### src/rtl/fmadd_pkg.sv
// Shared constants for the FMADD datapath: default bfloat16 field widths,
// exponent bias, all-ones exponent value and the bit order of the result flags.
package fmadd_pkg;

    localparam int FMADD_EXP_W = 8;
    localparam int FMADD_MAN_W = 7;
    localparam int FMADD_BIAS  = (2 ** (FMADD_EXP_W - 1)) - 1;

    // Default raw-sum underflow limit: bias minus the significand width
    // (including the hidden bit).
    localparam int FMADD_UF_LIMIT = FMADD_BIAS - (FMADD_MAN_W + 1);

    // Exponent field value that encodes Inf/NaN.
    localparam logic [FMADD_EXP_W-1:0] FMADD_EXP_ONES = '1;

    // Bit positions inside the flag vector carried through stage 2.
    localparam int FLAG_ZERO = 0;
    localparam int FLAG_SPEC = 1;
    localparam int FLAG_UF   = 2;
    localparam int FLAG_OF   = 3;
    localparam int FLAG_W    = 4;

endpackage : fmadd_pkg

### src/rtl/fmadd_pipe_reg.sv
// Generic valid/ready register slice with a synchronous flush.
// The slice accepts whenever it is empty or its content is leaving this cycle,
// so a chain of slices sustains one transfer per clock with full backpressure.
module fmadd_pipe_reg #(
    parameter int W = 8
) (
    input  logic         clk,
    input  logic         rst,
    input  logic         flush,
    input  logic         in_valid,
    output logic         in_ready,
    input  logic [W-1:0] in_data,
    output logic         out_valid,
    input  logic         out_ready,
    output logic [W-1:0] out_data
);

    logic         v_q;
    logic         v_d;
    logic [W-1:0] data_q;
    logic [W-1:0] data_d;

    // Slice can take new data when empty or when its current content is consumed.
    always_comb begin
        in_ready = (!v_q) || out_ready;
    end

    // Next-state: flush drops everything, otherwise load on advance, otherwise hold.
    always_comb begin
        v_d    = v_q;
        data_d = data_q;
        if (flush) begin
            v_d    = 1'b0;
            data_d = data_q;
        end else if (in_ready) begin
            v_d = in_valid;
            if (in_valid) begin
                data_d = in_data;
            end else begin
                data_d = data_q;
            end
        end else begin
            v_d    = v_q;
            data_d = data_q;
        end
    end

    // State register; reset clears both the valid bit and the payload.
    always_ff @(posedge clk) begin
        if (rst) begin
            v_q    <= 1'b0;
            data_q <= '0;
        end else begin
            v_q    <= v_d;
            data_q <= data_d;
        end
    end

    assign out_valid = v_q;
    assign out_data  = data_q;

endmodule : fmadd_pipe_reg

### src/rtl/fmadd_exponent_add_pipe.sv
// Exponent/sign stage of the FMADD datapath (bfloat16 by default).
// Stage 1 registers the raw biased-exponent sum, the product sign, zero/special
// detection and the tag; stage 2 registers the unbiased result exponent with
// underflow/overflow flags. Two fmadd_pipe_reg slices carry the handshake.
// Optional build macro FMADD_EXP_SATURATE_EN clamps out_exp on under/overflow.
module fmadd_exponent_add_pipe
    import fmadd_pkg::*;
#(
    parameter int EXP      = FMADD_EXP_W,
    parameter int MAN      = FMADD_MAN_W,
    parameter int BIAS     = FMADD_BIAS,
    parameter int UF_LIMIT = BIAS - (MAN + 1),
    parameter int TAG_W    = 4
) (
    input  logic             clk,
    input  logic             rst,
    input  logic             flush,
    input  logic             in_valid,
    output logic             in_ready,
    input  logic [EXP:0]     in_a,
    input  logic [EXP:0]     in_b,
    input  logic [TAG_W-1:0] in_tag,
    output logic             out_valid,
    input  logic             out_ready,
    output logic [EXP+1:0]   out_exp,
    output logic             out_sign,
    output logic             out_zero,
    output logic             out_spec,
    output logic             out_uf,
    output logic             out_of,
    output logic [TAG_W-1:0] out_tag
);

    localparam int S1_W = TAG_W + 3 + (EXP + 1);
    localparam int S2_W = TAG_W + FLAG_W + 1 + (EXP + 2);

    localparam logic [EXP-1:0] EXP_ONES = '1;
    localparam logic [EXP+1:0] BIAS_X   = (EXP + 2)'(BIAS);
    localparam logic [EXP:0]   UF_X     = (EXP + 1)'(UF_LIMIT);
    localparam logic [EXP+1:0] OF_LIMIT = (EXP + 2)'((2 ** EXP) - 2);
`ifdef FMADD_EXP_SATURATE_EN
    localparam logic [EXP+1:0] SAT_MAX  = {2'b00, EXP_ONES};
`endif

    // Stage 1 input side
    logic [EXP-1:0]   a_exp_s;
    logic [EXP-1:0]   b_exp_s;
    logic [EXP:0]     raw_s;
    logic             sign_s;
    logic             zero_s;
    logic             spec_s;
    logic [S1_W-1:0]  s1_in_s;
    logic [S1_W-1:0]  s1_out_s;
    logic             s1_valid_s;
    logic             s2_ready_s;

    // Stage 1 register contents
    logic [TAG_W-1:0] s1_tag_s;
    logic             s1_zero_s;
    logic             s1_spec_s;
    logic             s1_sign_s;
    logic [EXP:0]     s1_raw_s;

    // Stage 2 input side
    logic [EXP+1:0]   exp_raw_s;
    logic [EXP+1:0]   exp_s;
    logic             uf_s;
    logic             of_s;
    logic [FLAG_W-1:0] flags_s;
    logic [S2_W-1:0]  s2_in_s;
    logic [S2_W-1:0]  s2_out_s;
    logic [FLAG_W-1:0] out_flags_s;

    // Stage 1 arithmetic: widened exponent sum (never wraps), sign and class detection.
    always_comb begin
        a_exp_s = in_a[EXP-1:0];
        b_exp_s = in_b[EXP-1:0];
        raw_s   = {1'b0, a_exp_s} + {1'b0, b_exp_s};
        sign_s  = in_a[EXP] ^ in_b[EXP];
        zero_s  = (a_exp_s == '0) || (b_exp_s == '0);
        spec_s  = (a_exp_s == EXP_ONES) || (b_exp_s == EXP_ONES);
        s1_in_s = {in_tag, zero_s, spec_s, sign_s, raw_s};
    end

    fmadd_pipe_reg #(
        .W (S1_W)
    ) u_s1 (
        .clk       (clk),
        .rst       (rst),
        .flush     (flush),
        .in_valid  (in_valid),
        .in_ready  (in_ready),
        .in_data   (s1_in_s),
        .out_valid (s1_valid_s),
        .out_ready (s2_ready_s),
        .out_data  (s1_out_s)
    );

    assign {s1_tag_s, s1_zero_s, s1_spec_s, s1_sign_s, s1_raw_s} = s1_out_s;

    // Stage 2 arithmetic: remove the bias, classify the result, optionally clamp.
    always_comb begin
        exp_raw_s = {1'b0, s1_raw_s} - BIAS_X;
        uf_s      = (s1_raw_s < UF_X);
        of_s      = ($signed(exp_raw_s) > $signed(OF_LIMIT));
`ifdef FMADD_EXP_SATURATE_EN
        if (uf_s) begin
            exp_s = '0;
        end else if (of_s) begin
            exp_s = SAT_MAX;
        end else begin
            exp_s = exp_raw_s;
        end
`else
        exp_s = exp_raw_s;
`endif
        flags_s            = '0;
        flags_s[FLAG_ZERO] = s1_zero_s;
        flags_s[FLAG_SPEC] = s1_spec_s;
        flags_s[FLAG_UF]   = uf_s;
        flags_s[FLAG_OF]   = of_s;
        s2_in_s = {s1_tag_s, flags_s, s1_sign_s, exp_s};
    end

    fmadd_pipe_reg #(
        .W (S2_W)
    ) u_s2 (
        .clk       (clk),
        .rst       (rst),
        .flush     (flush),
        .in_valid  (s1_valid_s),
        .in_ready  (s2_ready_s),
        .in_data   (s2_in_s),
        .out_valid (out_valid),
        .out_ready (out_ready),
        .out_data  (s2_out_s)
    );

    assign {out_tag, out_flags_s, out_sign, out_exp} = s2_out_s;

    assign out_zero = out_flags_s[FLAG_ZERO];
    assign out_spec = out_flags_s[FLAG_SPEC];
    assign out_uf   = out_flags_s[FLAG_UF];
    assign out_of   = out_flags_s[FLAG_OF];

endmodule : fmadd_exponent_add_pipe

### config.mk
export PLATFORM = sky130hd
export DESIGN_NAME = fmadd_exponent_add_pipe
export DESIGN_NICKNAME = d
export VERILOG_FILES = /design/src/rtl/fmadd_pkg.sv /design/src/rtl/fmadd_pipe_reg.sv /design/src/rtl/fmadd_exponent_add_pipe.sv
export SDC_FILE = /design/constraint.sdc
export NUM_CORES = 1
export LEC_CHECK = 0
export ABC_AREA = 1
export CORE_UTILIZATION = 56
export CTS_CLUSTER_SIZE = 16
export DETAILED_ROUTE_END_ITERATION = 10
export PLACE_DENSITY = 0.83
export RECOVER_POWER = 100
export SLEW_MARGIN = 5
export SYNTH_ARGS = -nofsm -noshare
export SYNTH_HDL_FRONTEND = slang
export SYNTH_HIERARCHICAL = 1
export SYNTH_SLANG_ARGS = --single-unit
### constraint.sdc
create_clock -name clk -period 4.76 [get_ports clk]
set_clock_uncertainty 0.05 [all_clocks]
set_input_delay 0.952 -clock clk [delete_from_list [all_inputs] [get_ports clk]]
set_output_delay 0.952 -clock clk [all_outputs]
set_load 0.01 [all_outputs]
==> run metrics <==
outcome=complete, but fails checks; failing checks=max-capacitance violations, max-slew violations; critical path capture point type=flip-flop; CTS H-Tree Depth=2; count of unresolved DRC violations after routing=0; static power due to leakage=1.41 nW; total CTS buffers=5; Congestion Overflow GR=0; Synth Register Bits=37; Area growth syn-to-layout=20.6%; net count of the mapped netlist=394; average size of a mapped cell=6.77 um2; timing-limited maximum frequency=0.267 GHz; Max Buffers Root-to-Sink=2; instance count of the mapped netlist=356; Req. time, crit path=4.89 ns; RePlAce Congestion=0.865; worst setup path class=in -> reg; Post-synth EDFFs=0; Die Outline Area=4570 um2; Die X-Extent=67.6 um; GR Util All Layers=23.1%; share of Yosys cell area claimed by the top area cell type=30.7%; cell area after technology mapping=2410 um2; Worst-Skew Late Latency=0.28 ns; area of the core region=4060 um2; top flip-flop cell by instance count after synthesis=dfxtp_1; clock transition at the register clock pins on the worst setup and hold paths after CTS=0.07 ns; initial antenna violation count=0; sequential area share after synthesis=30.7%; number of instances in the placed design=439; Setup Slack @ Placement=1.57 ns; Post-Layout Cell Count=446; clock sinks=37; count of vias placed by the detailed router=2227; Total Wirelength=4630 um; via count of the first global-routing pass=2001; first-pass GRT wire length=8090 um; number of fillers in the final layout=352; Wirelength per Cell=10.4 um; minimum clock period after layout=3.74 ns; sort of element at the start of the critical path=primary input; number of failing setup endpoints in the final timing report=0; hold violation total from the final report=0; clock root cell=clkbuf_8; area of the multi-input gates=1280 um2; Arr. time, crit path=3.87 ns; starting density of the core=59.4%; area occupied by registers=741 um2; count of different cell masters after synthesis=31; First DRT Iteration DRCs=50; count of instances resized after the clock tree is built=0; count of antenna diodes in the layout=0; share of the clock period used by the worst path=78.6%; synthesis warning total=6; detailed-placement wirelength estimate=3350 um; library cell occupying the most area in the post-synthesis netlist=dfxtp_1; Rel. slew slack=-73.3%; kind of path behind the tightest hold check=reg -> reg; maximum number of pins on one net before global-route repair=39; Top-Level Pins=48; number of iterations in the first detailed-routing pass=4; CTS tree=done; Worst Max-Slew Pin Slew=2.59 ns; Layout Nets=434; Max Cap Violations=2; Final Max Tran Viols=72; unrepaired setup endpoints after global routing=no; number of placement rows=23; post-CTS setup repair buffer count=0; leading post-synthesis cells by cell area=dfxtp_1 (31%), inv_1 (10%), nand2_1 (9.7%), a21oi_1 (8.5%), nor2_1 (6.4%); cell area power density=245 nW/um2; proportion of synthesized flip-flops having asynchronous set or reset=0%; sum of negative setup slack=0 ns; via density per instance=4.99; post-layout utilization of the core=71.7%; count of input and output buffers=47; Die Y-Extent=67.6 um; remaining number of nets flagged by the antenna check after routing=0; count of hold buffers inserted by post-cts repair=0; share of post-route cells with drive strength above 1=8.33%; peak supply drop=0.164 mV; final worst-path setup slack=1.02 ns; highest net fanout along the worst path=38
## worst max-delay path: stages
cell and delay (ns):
dlygate4sd3_1 0.59, nor2_1 1.91, nand3_1 0.17, nand2_1 0.19, nor2_1 0.06
## registers in the layout, indices dropped and copies added, names as in the netlist
name	flops
u_s2/out_data	19
u_s1/out_data	16
u_s1/out_valid	1
u_s2/out_valid	1
## final timing paths
check | startpoint | slack [ns] | depth (start not counted) | end
setup reg to reg | u_s1/out_valid$_SDFFE_PP0P_ | 1.86 | 5 | u_s2/out_data[12]$_SDFFE_PP0P_
hold / removal | u_s2/out_data[4]$_SDFFE_PP0P_ | 0.42 | 2 | u_s2/out_data[4]$_SDFFE_PP0P_
hold reg to reg | u_s2/out_data[4]$_SDFFE_PP0P_ | 0.42 | 2 | u_s2/out_data[4]$_SDFFE_PP0P_
setup / recovery | flush | 1.02 | 5 | u_s2/out_data[12]$_SDFFE_PP0P_
## per-layer routing
| layer | up-vias | global-route usage [%] | part of all wire (%) |
|---|---|---|---|
| met2 | 47 | 43.7 | 51 |
| met5 | - | 0 | 0 |
| met3 | 4 | 4.56 | 3.6 |
| met1 | 975 | 25.4 | 45 |
| li1 | 1201 | - | - |
| met4 | 0 | 7.18 | 0.95 |
## where the power goes
part	leakage [nW]	switching [mW]	internal (mW)
logic	1.06	0.0821	0.0714
registers	0.303	0.0125	0.325
clock network	0.0433	0.107	0.114
total	1.41	0.202	0.511
## cell type report
class,count,area share [%]
Tap cell,50,2.15
Sequential cell,37,25.5
Inverter,67,8.65
Multi-Input combinational cell,236,43.9
Clock inverter,1,0.258
Clock buffer,6,2.84
Timing Repair Buffer,49,16.7
## placed cells by master, fill, tap and decap left out, types with 4 or more instances in the layout
cell and count:
a21oi_1 41, clkbuf_8 6, clkdlybuf4s50_1 24, dfxtp_1 37, dlygate4sd3_1 23, ha_1 10
inv_1 64, nand2_1 62, nand2_2 5, nand3_1 29, nand3_2 12, nand4_1 6
nor2_1 43, nor4_1 4, xor2_1 5
## kinds of logic (layout without fill, tap and decap cells)
group	after synthesis	count (layout)	synth area share [%]
AOI/OAI and AO/OA	51	51	11.4
adders and majority gates	11	11	6.02
buffers and inverters	83	123	15.7
DFF	37	37	30.7
and+or+nand+nor	167	167	33.6
xor gates and xnor gates	7	7	2.54
## synthesized netlist by cell type, types with 2 or more instances
cell type  count
nor2_4         3
a31oi_1        2
nor4_1         4
inv_1         64
nand3b_1       2
nand2_2        5
nor2_1        41
nand4_1        6
nand2_1       62
inv_2          3
buf_6          7
nand3_2       12
ha_1          10
a21oi_1       41
dfxtp_1       37
nor3_1         2
nand3_1       29
xor2_1         5
buf_2          8
xnor2_1        2
## per-stage QoR
step           power [mW]  hold slack, ns  instance area, um2
6_report            0.713           0.424                2910
2_1_floorplan       0.449           0.402                2410
3_5_place_dp        0.501           0.416                2830
3_3_place_gp        0.497           0.410                2830
5_1_grt             0.760           0.445                2910
4_1_cts             0.723           0.435                2920
(Power assumes the default switching activity.)
